--- src/rtl/cache_ctrl_pkg.sv ---
// cache_ctrl shared types: address/MESI types, controller states,
// default parameters and a MESI helper.
package cache_ctrl_pkg;

  typedef struct packed {
    logic [15:0] Page_reference;
    logic [7:0]  Index;
  } Taddress;

  typedef enum logic [1:0] {
    INVALID   = 2'b00,
    SHARED    = 2'b01,
    EXCLUSIVE = 2'b10,
    MODIFIED  = 2'b11
  } Tmesi_state;

  typedef enum logic [3:0] {
    IDLE,
    LOOKUP,
    COMPARE,
    WB,
    FETCH,
    FILL,
    WRITE,
    RESP,
    BYPASS
  } Tctrl_state;

  // Index the array does not store; also used by the array's bounds check.
  localparam logic [7:0] UNCACHED_INDEX_DEF = 8'hFF;
  localparam int         MEM_TIMEOUT_DEF    = 255;

  function automatic logic is_valid(Tmesi_state s);
    return s != INVALID;
  endfunction

endpackage

--- src/rtl/cache_ctrl_if.sv ---
// CPU request/response and memory bus bundle for cache_ctrl.
// slave = controller side, master = CPU + memory environment.
interface cache_ctrl_if;
  import cache_ctrl_pkg::*;

  logic        cpu_req_valid;
  logic        cpu_req_ready;
  Taddress     cpu_req_addr;
  logic        cpu_req_we;
  logic [31:0] cpu_req_wdata;
  logic        cpu_resp_valid;
  logic [31:0] cpu_resp_rdata;
  logic        cpu_resp_err;
  logic        mem_req;
  logic        mem_we;
  Taddress     mem_addr;
  logic [31:0] mem_wdata;
  logic        mem_ack;
  logic [31:0] mem_rdata;
  logic        mem_shared;
  logic        bus_upgrade;

  modport slave (
    input  cpu_req_valid, cpu_req_addr, cpu_req_we,
    input  cpu_req_wdata, mem_ack, mem_rdata, mem_shared,
    output cpu_req_ready, cpu_resp_valid, cpu_resp_rdata,
    output cpu_resp_err, mem_req, mem_we, mem_addr,
    output mem_wdata, bus_upgrade
  );

  modport master (
    output cpu_req_valid, cpu_req_addr, cpu_req_we,
    output cpu_req_wdata, mem_ack, mem_rdata, mem_shared,
    input  cpu_req_ready, cpu_resp_valid, cpu_resp_rdata,
    input  cpu_resp_err, mem_req, mem_we, mem_addr,
    input  mem_wdata, bus_upgrade
  );

endinterface

--- src/rtl/mem_timeout_ctr.sv ---
// Memory wait counter: load_i clears, en_i counts, expired_o marks
// the MAX-th waiting cycle. Ports: clk, reset (sync, active-low).
module mem_timeout_ctr #(
  parameter int MAX = 255
) (
  input  logic clk,
  input  logic reset,
  input  logic load_i,
  input  logic en_i,
  output logic expired_o
);

  localparam int W = $clog2(MAX + 1);

  logic [W-1:0] cnt_q, cnt_d;

  assign expired_o = (cnt_q == W'(MAX - 1));

  always_comb begin
    cnt_d = cnt_q;
    if (load_i) cnt_d = '0;
    else if (en_i && !expired_o) cnt_d = cnt_q + 1'b1;
  end

  always_ff @(posedge clk) begin
    if (!reset) cnt_q <= '0;
    else        cnt_q <= cnt_d;
  end

endmodule

--- src/rtl/cache_ctrl.sv ---
// Request-side controller for the MESI direct-mapped cache array.
// Ports: clk/reset, bus (CPU + memory, slave), c_* array side.
module cache_ctrl
  import cache_ctrl_pkg::*;
#(
  parameter int         MEM_TIMEOUT    = MEM_TIMEOUT_DEF,
  parameter logic [7:0] UNCACHED_INDEX = UNCACHED_INDEX_DEF
) (
  input  logic        clk,
  input  logic        reset,
  cache_ctrl_if.slave bus,
  output Taddress     c_addr,
  output logic [31:0] c_wdata,
  output logic        c_we,
  output Tmesi_state  c_mesi_out,
  input  logic [31:0] c_rdata,
  input  Tmesi_state  c_mesi_in,
  input  Taddress     c_tag_addr
);

  Tctrl_state  state_q, state_d;
  Taddress     addr_q, addr_d;
  logic        we_q, we_d;
  logic [31:0] wdata_q, wdata_d;
  logic [31:0] rdata_q, rdata_d;
  logic        shared_q, shared_d;
  logic        err_q, err_d;
  Taddress     vaddr_q, vaddr_d;
  logic [31:0] vdata_q, vdata_d;

  logic hit, expired, waiting;

  // Counter restarts on every state change, so WB->FETCH gets a fresh budget.
  assign waiting = (state_q == WB) || (state_q == FETCH)
                || (state_q == BYPASS);

  mem_timeout_ctr #(.MAX(MEM_TIMEOUT)) u_tmo (
    .clk      (clk),
    .reset    (reset),
    .load_i   (state_d != state_q),
    .en_i     (waiting),
    .expired_o(expired)
  );

  assign hit = is_valid(c_mesi_in)
            && (c_tag_addr.Page_reference == addr_q.Page_reference);

  always_comb begin
    state_d  = state_q;
    addr_d   = addr_q;
    we_d     = we_q;
    wdata_d  = wdata_q;
    rdata_d  = rdata_q;
    shared_d = shared_q;
    err_d    = err_q;
    vaddr_d  = vaddr_q;
    vdata_d  = vdata_q;

    bus.cpu_req_ready  = 1'b0;
    bus.cpu_resp_valid = 1'b0;
    bus.cpu_resp_rdata = '0;
    bus.cpu_resp_err   = 1'b0;
    bus.mem_req        = 1'b0;
    bus.mem_we         = 1'b0;
    bus.mem_addr       = '0;
    bus.mem_wdata      = '0;
    bus.bus_upgrade    = 1'b0;
    c_addr     = (state_q == IDLE) ? '0 : addr_q;
    c_wdata    = '0;
    c_we       = 1'b0;
    c_mesi_out = INVALID;

    unique case (state_q)
      IDLE: begin
        bus.cpu_req_ready = 1'b1;
        if (bus.cpu_req_valid) begin
          addr_d  = bus.cpu_req_addr;
          we_d    = bus.cpu_req_we;
          wdata_d = bus.cpu_req_wdata;
          err_d   = 1'b0;
          state_d = (bus.cpu_req_addr.Index == UNCACHED_INDEX)
                  ? BYPASS : LOOKUP;
        end
      end
      LOOKUP: state_d = COMPARE;
      COMPARE: begin
        vaddr_d = c_tag_addr;
        vdata_d = c_rdata;
        if (hit) begin
          if (!we_q) begin
            rdata_d = c_rdata;
            state_d = RESP;
          end else begin
            state_d = WRITE;
            if (c_mesi_in == SHARED) begin
              bus.bus_upgrade = 1'b1;
              bus.mem_addr    = addr_q;
            end
          end
        end else if (c_mesi_in == MODIFIED) begin
          state_d = WB;
        end else begin
          state_d = we_q ? WRITE : FETCH;
        end
      end
      WB: begin
        bus.mem_req   = 1'b1;
        bus.mem_we    = 1'b1;
        bus.mem_addr  = vaddr_q;
        bus.mem_wdata = vdata_q;
        if (bus.mem_ack) begin
          state_d = we_q ? WRITE : FETCH;
        end else if (expired) begin
          err_d   = 1'b1;
          state_d = RESP;
        end
      end
      FETCH: begin
        bus.mem_req  = 1'b1;
        bus.mem_addr = addr_q;
        if (bus.mem_ack) begin
          rdata_d  = bus.mem_rdata;
          shared_d = bus.mem_shared;
          state_d  = FILL;
        end else if (expired) begin
          err_d   = 1'b1;
          state_d = RESP;
        end
      end
      FILL: begin
        c_we       = 1'b1;
        c_wdata    = rdata_q;
        c_mesi_out = shared_q ? SHARED : EXCLUSIVE;
        state_d    = RESP;
      end
      WRITE: begin
        c_we       = 1'b1;
        c_wdata    = wdata_q;
        c_mesi_out = MODIFIED;
        state_d    = RESP;
      end
      BYPASS: begin
        bus.mem_req   = 1'b1;
        bus.mem_we    = we_q;
        bus.mem_addr  = addr_q;
        bus.mem_wdata = we_q ? wdata_q : '0;
        if (bus.mem_ack) begin
          if (!we_q) rdata_d = bus.mem_rdata;
          state_d = RESP;
        end else if (expired) begin
          err_d   = 1'b1;
          state_d = RESP;
        end
      end
      RESP: begin
        bus.cpu_resp_valid = 1'b1;
        bus.cpu_resp_rdata = rdata_q;
        bus.cpu_resp_err   = err_q;
        state_d            = IDLE;
      end
      default: state_d = IDLE;
    endcase
  end

  always_ff @(posedge clk) begin
    if (!reset) begin
      state_q  <= IDLE;
      addr_q   <= '0;
      we_q     <= 1'b0;
      wdata_q  <= '0;
      rdata_q  <= '0;
      shared_q <= 1'b0;
      err_q    <= 1'b0;
      vaddr_q  <= '0;
      vdata_q  <= '0;
    end else begin
      state_q  <= state_d;
      addr_q   <= addr_d;
      we_q     <= we_d;
      wdata_q  <= wdata_d;
      rdata_q  <= rdata_d;
      shared_q <= shared_d;
      err_q    <= err_d;
      vaddr_q  <= vaddr_d;
      vdata_q  <= vdata_d;
    end
  end

endmodule

--- src/flat_wrapper.sv ---
// flat-port wrapper written by rule: the top's interface ports become plain ports
module cache_ctrl_flat import cache_ctrl_pkg::*;
#(
  parameter int         MEM_TIMEOUT    = MEM_TIMEOUT_DEF,
  parameter logic [7:0] UNCACHED_INDEX = UNCACHED_INDEX_DEF
)
  (clk, reset, c_addr, c_wdata, c_we, c_mesi_out, c_rdata, c_mesi_in, c_tag_addr, bus_cpu_req_valid, bus_cpu_req_addr, bus_cpu_req_we, bus_cpu_req_wdata, bus_mem_ack, bus_mem_rdata, bus_mem_shared, bus_cpu_req_ready, bus_cpu_resp_valid, bus_cpu_resp_rdata, bus_cpu_resp_err, bus_mem_req, bus_mem_we, bus_mem_addr, bus_mem_wdata, bus_bus_upgrade);
  cache_ctrl_if bus_i ();
  input  logic clk;
  input  logic reset;
  output Taddress c_addr;
  output logic [31:0] c_wdata;
  output logic c_we;
  output Tmesi_state c_mesi_out;
  input  logic [31:0] c_rdata;
  input  Tmesi_state c_mesi_in;
  input  Taddress c_tag_addr;
  input wire logic [$bits(bus_i.cpu_req_valid)-1:0] bus_cpu_req_valid;
  input wire logic [$bits(bus_i.cpu_req_addr)-1:0] bus_cpu_req_addr;
  input wire logic [$bits(bus_i.cpu_req_we)-1:0] bus_cpu_req_we;
  input wire logic [$bits(bus_i.cpu_req_wdata)-1:0] bus_cpu_req_wdata;
  input wire logic [$bits(bus_i.mem_ack)-1:0] bus_mem_ack;
  input wire logic [$bits(bus_i.mem_rdata)-1:0] bus_mem_rdata;
  input wire logic [$bits(bus_i.mem_shared)-1:0] bus_mem_shared;
  output wire logic [$bits(bus_i.cpu_req_ready)-1:0] bus_cpu_req_ready;
  output wire logic [$bits(bus_i.cpu_resp_valid)-1:0] bus_cpu_resp_valid;
  output wire logic [$bits(bus_i.cpu_resp_rdata)-1:0] bus_cpu_resp_rdata;
  output wire logic [$bits(bus_i.cpu_resp_err)-1:0] bus_cpu_resp_err;
  output wire logic [$bits(bus_i.mem_req)-1:0] bus_mem_req;
  output wire logic [$bits(bus_i.mem_we)-1:0] bus_mem_we;
  output wire logic [$bits(bus_i.mem_addr)-1:0] bus_mem_addr;
  output wire logic [$bits(bus_i.mem_wdata)-1:0] bus_mem_wdata;
  output wire logic [$bits(bus_i.bus_upgrade)-1:0] bus_bus_upgrade;
  assign bus_i.cpu_req_valid = bus_cpu_req_valid;
  assign bus_i.cpu_req_addr = bus_cpu_req_addr;
  assign bus_i.cpu_req_we = bus_cpu_req_we;
  assign bus_i.cpu_req_wdata = bus_cpu_req_wdata;
  assign bus_i.mem_ack = bus_mem_ack;
  assign bus_i.mem_rdata = bus_mem_rdata;
  assign bus_i.mem_shared = bus_mem_shared;
  assign bus_cpu_req_ready = bus_i.cpu_req_ready;
  assign bus_cpu_resp_valid = bus_i.cpu_resp_valid;
  assign bus_cpu_resp_rdata = bus_i.cpu_resp_rdata;
  assign bus_cpu_resp_err = bus_i.cpu_resp_err;
  assign bus_mem_req = bus_i.mem_req;
  assign bus_mem_we = bus_i.mem_we;
  assign bus_mem_addr = bus_i.mem_addr;
  assign bus_mem_wdata = bus_i.mem_wdata;
  assign bus_bus_upgrade = bus_i.bus_upgrade;
  cache_ctrl #(.MEM_TIMEOUT(MEM_TIMEOUT), .UNCACHED_INDEX(UNCACHED_INDEX)) u_core (.clk(clk), .reset(reset), .bus(bus_i), .c_addr(c_addr), .c_wdata(c_wdata), .c_we(c_we), .c_mesi_out(c_mesi_out), .c_rdata(c_rdata), .c_mesi_in(c_mesi_in), .c_tag_addr(c_tag_addr));
endmodule
--- config.mk ---
export PLATFORM = sky130hd
export DESIGN_NAME = cache_ctrl_flat
export DESIGN_NICKNAME = d
export VERILOG_FILES = /design/src/rtl/cache_ctrl_pkg.sv /design/src/rtl/cache_ctrl_if.sv /design/src/rtl/mem_timeout_ctr.sv /design/src/rtl/cache_ctrl.sv /design/src/flat_wrapper.sv
export SDC_FILE = /design/constraint.sdc
export NUM_CORES = 1
export LEC_CHECK = 0
export CORE_UTILIZATION = 33
export CTS_CLUSTER_SIZE = 28
export DETAILED_ROUTE_END_ITERATION = 10
export HOLD_SLACK_MARGIN = 0.15
export SYNTH_ARGS = -nofsm -noshare
export SYNTH_HDL_FRONTEND = slang
export SYNTH_HIERARCHICAL = 1
export SYNTH_SLANG_ARGS = --single-unit
--- constraint.sdc ---
create_clock -name clk -period 6.9 [get_ports clk]
set_clock_uncertainty 0.05 [all_clocks]
set_input_delay 1.38 -clock clk [delete_from_list [all_inputs] [get_ports clk]]
set_output_delay 1.38 -clock clk [all_outputs]
set_load 0.02 [all_outputs]
==> out/qor.txt, run 1 <==
Post-synth EDFFs -> 0
Setup Buffers After CTS -> 0
CP max stage cell -> and3_1
minimum clock period -> 6.03 ns
crit path cell chain -> clkdlybuf4s50_1, xnor2_1, nand4_1, nor3_1, and3_1, a21o_1, clkdlybuf4s50_1
Layout area overhead -> 45.5%
CTS sink count -> 159
XOR/XNOR Fraction of Synth Area -> 1.80%
most used cell, CP -> clkdlybuf4s50_1
Resized cells post-CTS -> 0
Final Hold Vio Count -> 0
Die Y -> 160 µm
post-synthesis sequential area ratio -> 38.4%
Post-DP HPWL -> 20.5 mm
fraction of layout cells with a size suffix above 1 -> 8.09%
most frequent cells in the layout -> clkdlybuf4s50_1 (303), nand2_1 (301), dfxtp_1 (159), a21oi_1 (120), a22o_1 (88)
CTS tree -> built
cts hold-fix bufs -> 0
# fillers -> 2379
non-filler cells, final -> 1634
number of placement rows -> 57
#FFs+latches synth -> 159
Worst setup startpoint -> c_tag_addr[10]
final cell utilization of the core -> 49.3%
max_cap viols -> 0
GRT Total Usage -> 23.6%
mean area per synthesized cell -> 7.92 µm²
fraction of synthesized area in multiplexers -> 8.98%
first-pass GRT wire length -> 47.6 mm
crit path capture -> bus_mem_addr[1]
insertion delay to the later sink of the worst-skew pair -> 0.42 ns
status -> completed
Slew Viols, Final -> 0
Final setup viols -> 0
via count -> 8402
synthesized area -> 8280 µm²
CTS clk-pin slew, worst paths -> 0.07 ns
Worst EP required -> 5.47 ns
initial antenna violation count -> 1
Initial DRC Count -> 630
share of the synthesized area in the top cell type -> 38.4%
Die Wd -> 160 µm
largest family of logic cells by synthesized area -> simple AND/OR/NAND/NOR gates
antenna diode count -> 0
slew margin rel. -> 26.1%
drt total wl -> 30.6 mm
Worst EP arrival -> 4.60 ns
pwr/cell area -> 211 nW/µm²
RSZ-0062 raised after global routing -> no
final hold slack -> 0.406 ns
Synth Area in Simple Gates -> 23.7%
Synthesized Nets -> 1200
Nets -> 1451
Fmax achieved -> 166 MHz
HP Class -> reg2reg
prevailing post-synth register cell -> dfxtp_1
Setup crit start kind -> input pin
Reg2Reg Capture Point -> u_core/rdata_q[6]
IO Count -> 305
H-tree level count -> 4
Storage cell area -> 3180 µm²
Starting Density -> 33.8%
total grt overflow -> 0
Synth async-reset ratio -> 0%
r2r startpoint -> u_core/state_q[1]
Final Power -> 2.54 mW
Multi-input gate area -> 4730 µm²
worst-path maximum fanout -> 24
Max clock buf depth -> 2
IO Port Bufs -> 304
vias in the first global route -> 8170
die area -> 25700 µm²
Slowest Stage Delay on Critical Path -> 0.91 ns
adder and majority cell fraction of the synthesized area -> 0.302%
Distinct cells, synth -> 57
routability cong. -> 0.854
DRT Pass-1 Iters -> 7
worst reg-to-reg setup slack -> 3.69 ns
crit path kind -> in2out
Mapped Cells -> 1046
Worst Setup End Kind -> output port
ANT nets after route -> 0
Via density -> 5.14
Synth area leader -> dfxtp_1
P_leak -> 4.65 nW
drt wl/cell -> 18.7 µm
Final period util -> 87.4%
Root Buffer -> clkbuf_16
DRC violations left -> 0
worst-case vdd ir drop -> 0.000115 V
commonest non-fill, non-tap cell in the layout -> clkdlybuf4s50_1
Tightest Pin Transition -> 1.11 ns
Synth area leaders -> dfxtp_1 (38%), nand2_1 (14%), a22o_1 (9.3%)
R2R depth -> 7
setup TNS -> 0 ns
core area -> 24500 µm²
Synth Area in Compound Gates -> 21.8%
largest net degree at the start of global routing -> 69
YS warnings -> 6
placed instance count -> 1602
CTS Buf Count -> 17
[through the flow]
| stage | instance area (µm²) | setup slack, ns |
|---|---|---|
| detailed placement | 11500 | 0.949 |
| global route | 12100 | 0.810 |
| finish | 12100 | 0.868 |
| CTS | 12100 | 0.953 |
| global placement | 11500 | 1.02 |
| floorplan | 8280 | 2.75 |
[critical path: cells and delay by family]
| family | cells | cell delay [ns] |
|---|---|---|
| buf+inv | 2 | 1.03 |
| simple gates | 3 | 1.63 |
| compound gates | 1 | 0.24 |
| xor+xnor | 1 | 0.30 |
[state kept, by name (all words and copies together) (netlist names), 4 cells and up]
register / count
u_core/addr_q: 24
u_core/rdata_q: 32
u_core/state_q: 4
u_core/u_tmo/cnt_q: 8
u_core/vaddr_q: 24
u_core/vdata_q: 32
u_core/wdata_q: 32
[area by class of cell]
| class | count | share of cell area, % |
|---|---|---|
| clock buffer | 18 | 3.56 |
| timing repair buffer | 319 | 26.1 |
| tap | 324 | 3.36 |
| sequential | 159 | 26.4 |
| inverter | 8 | 0.270 |
| multi-input combinational | 792 | 39.3 |
| clock inverter | 14 | 0.997 |
[Yosys cell counts, types with 10 or more instances]
master    number
nand2_1      302
dfxtp_1      159
a21oi_1      120
a22o_1        88
clkbuf_1      53
mux2i_1       36
and2_1        35
mux2_2        34
nor2b_1       29
a21o_1        25
buf_2         20
nor2_1        19
xnor2_1       17
nor3_1        10
[kinds of logic after synthesis]
logic type,count (synthesis)
multiplexers,70
adder cells (fa/ha/maj),2
buffers and inverters,95
AND/OR/NAND/NOR,438
XOR/XNOR,17
flip-flops,159
AO/OA/AOI/OAI,265
[worst min path at each step]
stage	startpoint	to	slack (ns)	depth (start not counted)
6_report	u_core/vdata_q[10]	u_core/vdata_q[10]	0.41	2
3_5_place_dp	u_core/vdata_q[12]	u_core/vdata_q[12]	0.40	2
2_1_floorplan	u_core/vaddr_q[0]	u_core/vaddr_q[0]	0.39	2
5_1_grt	u_core/vaddr_q[12]	u_core/vaddr_q[12]	0.42	2
4_1_cts	u_core/vdata_q[12]	u_core/vdata_q[12]	0.41	2
3_3_place_gp	u_core/vdata_q[9]	u_core/vdata_q[9]	0.39	2
[per-layer routing]
| metal | GRT usage (%) | vias to the layer above | routed length [µm] |
|---|---|---|---|
| li1 | - | 4095 | - |
| met1 | 30.1 | 3999 | 13500 |
| met3 | 5.11 | 40 | 1780 |
| met5 | 0 | - | 12 |
| met4 | 7.32 | 2 | 631 |
| met2 | 39.4 | 266 | 14700 |
[report_power, final]
| group | total, mW | internal (mW) | switching [mW] |
|---|---|---|---|
| Combinational | 0.568 | 0.251 | 0.317 |
| Sequential | 1.08 | 0.998 | 0.0815 |
| Clock | 0.894 | 0.473 | 0.421 |
Note: power is estimated with default switching activity, not from simulation.
==> run 2: changes to the inputs <==
--- a/config.mk
+++ b/config.mk
@@ -5,9 +5,11 @@
 export SDC_FILE = /design/constraint.sdc
 export NUM_CORES = 1
 export LEC_CHECK = 0
+export ABC_CLOCK_PERIOD_IN_PS = 6900
 export CORE_UTILIZATION = 33
 export CTS_CLUSTER_SIZE = 28
 export DETAILED_ROUTE_END_ITERATION = 10
+export DONT_BUFFER_PORTS = 1
 export HOLD_SLACK_MARGIN = 0.15
 export SYNTH_ARGS = -nofsm -noshare
 export SYNTH_HDL_FRONTEND = slang
==> run 2 against run 1 <==
Compared with the run above: hold slack hardly changed; combinational power shrank 24%; clock-buffer cell count grew 1; sequential share of layout area increased by 8.8 points; maximum frequency is 21% higher; global-route usage decreased by 2.4 points; highest routed layer is now met4; largest cell class unchanged.
==> out/qor.txt, run 2 (synthesized netlist as in run 1, its figures left out) <==
CTS Buf Count -> 17
via count -> 7418
antenna diode count -> 0
insertion delay to the later sink of the worst-skew pair -> 0.43 ns
worst-case vdd ir drop -> 0.000115 V
commonest non-fill, non-tap cell in the layout -> nand2_1
largest net degree at the start of global routing -> 69
placed instance count -> 1295
non-filler cells, final -> 1327
Slew Viols, Final -> 0
worst-path maximum fanout -> 24
Initial DRC Count -> 548
DRC violations left -> 0
crit path kind -> in2out
DRT Pass-1 Iters -> 5
Final Hold Vio Count -> 0
most frequent cells in the layout -> nand2_1 (301), dfxtp_1 (159), a21oi_1 (120), a22o_1 (88), mux2i_1 (36)
Worst EP arrival -> 3.56 ns
CTS tree -> built
GRT Total Usage -> 21.2%
die area -> 25700 µm²
Setup Buffers After CTS -> 0
Die Wd -> 160 µm
Die Y -> 160 µm
final cell utilization of the core -> 36.9%
Max clock buf depth -> 2
Final setup viols -> 0
pwr/cell area -> 272 nW/µm²
Worst Setup End Kind -> output port
status -> completed
cts hold-fix bufs -> 0
Tightest Pin Transition -> 1.17 ns
drt wl/cell -> 21.1 µm
Layout area overhead -> 9.05%
Final period util -> 72.3%
RSZ-0062 raised after global routing -> no
Via density -> 5.59
initial antenna violation count -> 1
final instance area -> 9030 µm²
Fmax achieved -> 201 MHz
total grt overflow -> 0
placed cell areas -> 8450 µm²
P_leak -> 3.53 nW
vias in the first global route -> 7029
Resized cells post-CTS -> 0
Root Buffer -> clkbuf_16
Worst EP required -> 5.47 ns
minimum clock period -> 4.99 ns
ANT nets after route -> 0
slew margin rel. -> 21.6%
routability cong. -> 0.862
IO Port Bufs -> 0
Setup crit start kind -> input pin
drt total wl -> 28.0 mm
max_cap viols -> 0
CTS sink count -> 159
CTS clk-pin slew, worst paths -> 0.06 ns
setup TNS -> 0 ns
worst slack, placed -> 1.97 ns
IO Count -> 305
first-pass GRT wire length -> 42.0 mm
core area -> 24500 µm²
fraction of layout cells with a size suffix above 1 -> 10.4%
Nets -> 1144
number of placement rows -> 57
Post-DP HPWL -> 18.1 mm
biggest regs -> u_core/rdata_q (32), u_core/vdata_q (32), u_core/wdata_q (32)
Starting Density -> 33.8%
HP Class -> reg2reg
Worst Slack Setup Final -> 1.91 ns
H-tree level count -> 4
[run 2: where the power goes]
part | switching (mW) | total, mW | internal (mW)
Clock | 0.419 | 0.943 | 0.523
Sequential | 0.0825 | 1.08 | 0.998
Combinational | 0.287 | 0.434 | 0.147
[run 2: layout make-up]
class	count	area [µm²]
fillers	2585	15400
multi-input cells	792	4740
flip-flops and latches	159	3180
clock buffers	19	453
well taps	324	405
clock inverters	13	129
repair buffers	12	90.1
inverters	8	32.5
[run 2: routing by layer]
metal | track usage (%) | routed length, µm | vias up
met3 | 5.68 | 2050 | 32
met4 | 6.67 | 427 | 0
met5 | 0 | 0 | -
met2 | 34.3 | 13200 | 309
li1 | - | - | 3485
met1 | 27.3 | 12300 | 3592
[run 2: worst paths after layout]
check	start	slack [ns]	cells past startpoint	end
worst min register to register	u_core/vdata_q[0]	0.41	2	u_core/vdata_q[0]
worst max-delay path	c_tag_addr[10]	1.91	5	bus_mem_addr[3]
worst max register to register	u_core/state_q[1]	3.65	7	u_core/rdata_q[19]
worst min-delay path	u_core/vdata_q[0]	0.41	2	u_core/vdata_q[0]
[run 2: worst max-delay path, stage by stage]
cell and delay [ns]:
xnor2_1 0.23, nand4_1 0.12, nor3_1 0.58, and3_1 0.88, a21o_1 0.35
[run 2: through the flow]
stage                     hold WS (ns)  power, mW
final                            0.406       2.46
after global placement           0.392       1.53
after CTS                        0.406       2.48
after detailed placement         0.397       1.53
after floorplan                  0.387       1.42
after global routing             0.420       2.57
==> run 3: changes to the inputs <==
--- a/config.mk
+++ b/config.mk
@@ -5,7 +5,7 @@
 export SDC_FILE = /design/constraint.sdc
 export NUM_CORES = 1
 export LEC_CHECK = 0
-export ABC_CLOCK_PERIOD_IN_PS = 6900
+export ABC_CLOCK_PERIOD_IN_PS = 5000
 export CORE_UTILIZATION = 33
 export CTS_CLUSTER_SIZE = 28
 export DETAILED_ROUTE_END_ITERATION = 10
==> constraint.sdc (replaced) <==
create_clock -name clk -period 5 [get_ports clk]
set_clock_uncertainty 0.05 [all_clocks]
set_input_delay 1 -clock clk [delete_from_list [all_inputs] [get_ports clk]]
set_output_delay 1 -clock clk [all_outputs]
set_load 0.02 [all_outputs]
==> run 3 against run 2 <==
Compared with the run above: non-clock buffer count up 3; global-route usage fell by 0.44 points; flip-flop and latch count stayed put; combinational power grew 38%; die area did not move; routed wire length decreased by 1.6%; via count grew 0.86%; worst setup slack worse by 1.0 ns; critical path depth increased by 1; sequential power rose by 38%; first-iteration DRC count rose by 28%; sequential share of layout area down 0.058 points; critical path type unchanged; critical endpoint is now bus_mem_addr[5]; largest power group unchanged.
==> out/qor.txt, run 3 (synthesized netlist as in run 1, its figures left out) <==
status -> completed
Reg2Reg Capture Point -> u_core/rdata_q[11]
largest net degree at the start of global routing -> 76
Tightest Pin Transition -> 0.942 ns
vias in the first global route -> 7108
Die Y -> 160 µm
Post-DP HPWL -> 18.3 mm
ANT nets after route -> 0
WHS Path Cells -> 2
Nets -> 1147
Via density -> 5.63
Final Hold Vio Count -> 0
hold endpoint -> u_core/vaddr_q[5]
worst reg-to-reg setup slack -> 1.81 ns
slew margin rel. -> 37.1%
crit path kind -> in2out
r2r startpoint -> u_core/state_q[1]
commonest non-fill, non-tap cell in the layout -> nand2_1
Setup crit start kind -> input pin
drt wl/cell -> 20.7 µm
Slew Viols, Final -> 0
initial antenna violation count -> 2
via count -> 7482
CTS clk-pin slew, worst paths -> 0.07 ns
Final period util -> 81.9%
Initial DRC Count -> 702
Max clock buf depth -> 2
worst slack, placed -> 0.958 ns
drt total wl -> 27.5 mm
pwr/cell area -> 371 nW/µm²
P_leak -> 3.54 nW
Die Wd -> 160 µm
CTS sink count -> 159
HP Start -> u_core/vaddr_q[5]
Starting Density -> 33.8%
IO Port Bufs -> 0
number of placement rows -> 57
setup TNS -> 0 ns
Resized cells post-CTS -> 0
first-pass GRT wire length -> 41.5 mm
max_cap viols -> 0
Root Buffer -> clkbuf_16
Worst Setup End Kind -> output port
core area -> 24500 µm²
DRT Pass-1 Iters -> 5
die area -> 25700 µm²
Setup Buffers After CTS -> 0
Final setup viols -> 0
Worst EP arrival -> 3.04 ns
most frequent cells in the layout -> nand2_1 (301), dfxtp_1 (159), a21oi_1 (120), a22o_1 (88), mux2i_1 (36)
antenna diode count -> 0
worst-path maximum fanout -> 18
Layout area overhead -> 9.23%
minimum clock period -> 4.09 ns
RSZ-0062 raised after global routing -> no
cts hold-fix bufs -> 0
HP Class -> reg2reg
total grt overflow -> 0
CTS Buf Count -> 17
Worst Slack Setup Final -> 0.906 ns
DRC violations left -> 0
IO Count -> 305
GRT Total Usage -> 20.7%
Fmax achieved -> 244 MHz
CTS tree -> built
fraction of layout cells with a size suffix above 1 -> 10.4%
routability cong. -> 0.860
biggest regs -> u_core/rdata_q (32), u_core/vdata_q (32), u_core/wdata_q (32)
H-tree level count -> 4
worst-case vdd ir drop -> 0.000177 V
insertion delay to the later sink of the worst-skew pair -> 0.42 ns
R2R depth -> 7
Worst EP required -> 3.95 ns
[run 3: cell types whose count changed in the layout (fill, tap and decap cells not counted)]
cell,change
clkbuf_1,+2
clkbuf_8,-2
buf_4,+2
buf_12,+1
[run 3: area by class of cell]
cell class	instances	area (µm²)
Fill cell	2571	15400
Timing Repair Buffer	15	125
Multi-Input combinational cell	792	4740
Tap cell	324	405
Clock buffer	19	433
Sequential cell	159	3180
Clock inverter	13	129
Inverter	8	32.5
[run 3: per-layer routing]
layer / vias to the layer above / global-route usage [%] / share of wire [%]
met5: - / 0 / 0
met4: 0 / 7.45 / 2.5
met3: 45 / 5.29 / 6.5
met2: 322 / 33.4 / 47
met1: 3631 / 26.7 / 44
li1: 3484 / - / -
[run 3: critical path, cell delays in order]
cell	delay, ns
xnor2_1	0.26
nand4_1	0.13
nor3_1	0.57
and3_1	0.49
buf_4	0.31
a21o_1	0.27
[run 3: worst max path at each step]
stage | startpoint | to | slack, ns | cells after the start
after floorplan | c_tag_addr[16] | bus_mem_addr[10] | 1.61 | 7
after global placement | c_tag_addr[10] | bus_mem_addr[5] | 1.04 | 6
after detailed placement | c_tag_addr[10] | bus_mem_addr[5] | 0.96 | 6
after CTS | c_tag_addr[10] | bus_mem_addr[5] | 0.96 | 6
after global routing | c_tag_addr[8] | bus_mem_addr[5] | 0.84 | 6
final | c_tag_addr[10] | bus_mem_addr[5] | 0.91 | 6
[run 3: power breakdown]
| part | switching (mW) | internal, mW |
|---|---|---|
| Combinational | 0.392 | 0.208 |
| Sequential | 0.115 | 1.38 |
| Clock | 0.570 | 0.696 |
[run 3: through the flow]
step / total power, mW / cells / hold slack [ns] / util [%] / cell area (µm²)
floorplan: 1.96 / 1046 / 0.387 / - / 8280
global placement: 2.11 / 1298 / 0.392 / 34.7 / 8480
detailed placement: 2.12 / 1298 / 0.400 / 34.7 / 8480
CTS: 3.40 / 1330 / 0.409 / 37.0 / 9040
global route: 3.53 / 1330 / 0.424 / 37.0 / 9040
finish: 3.36 / 1330 / 0.407 / 37.0 / 9040
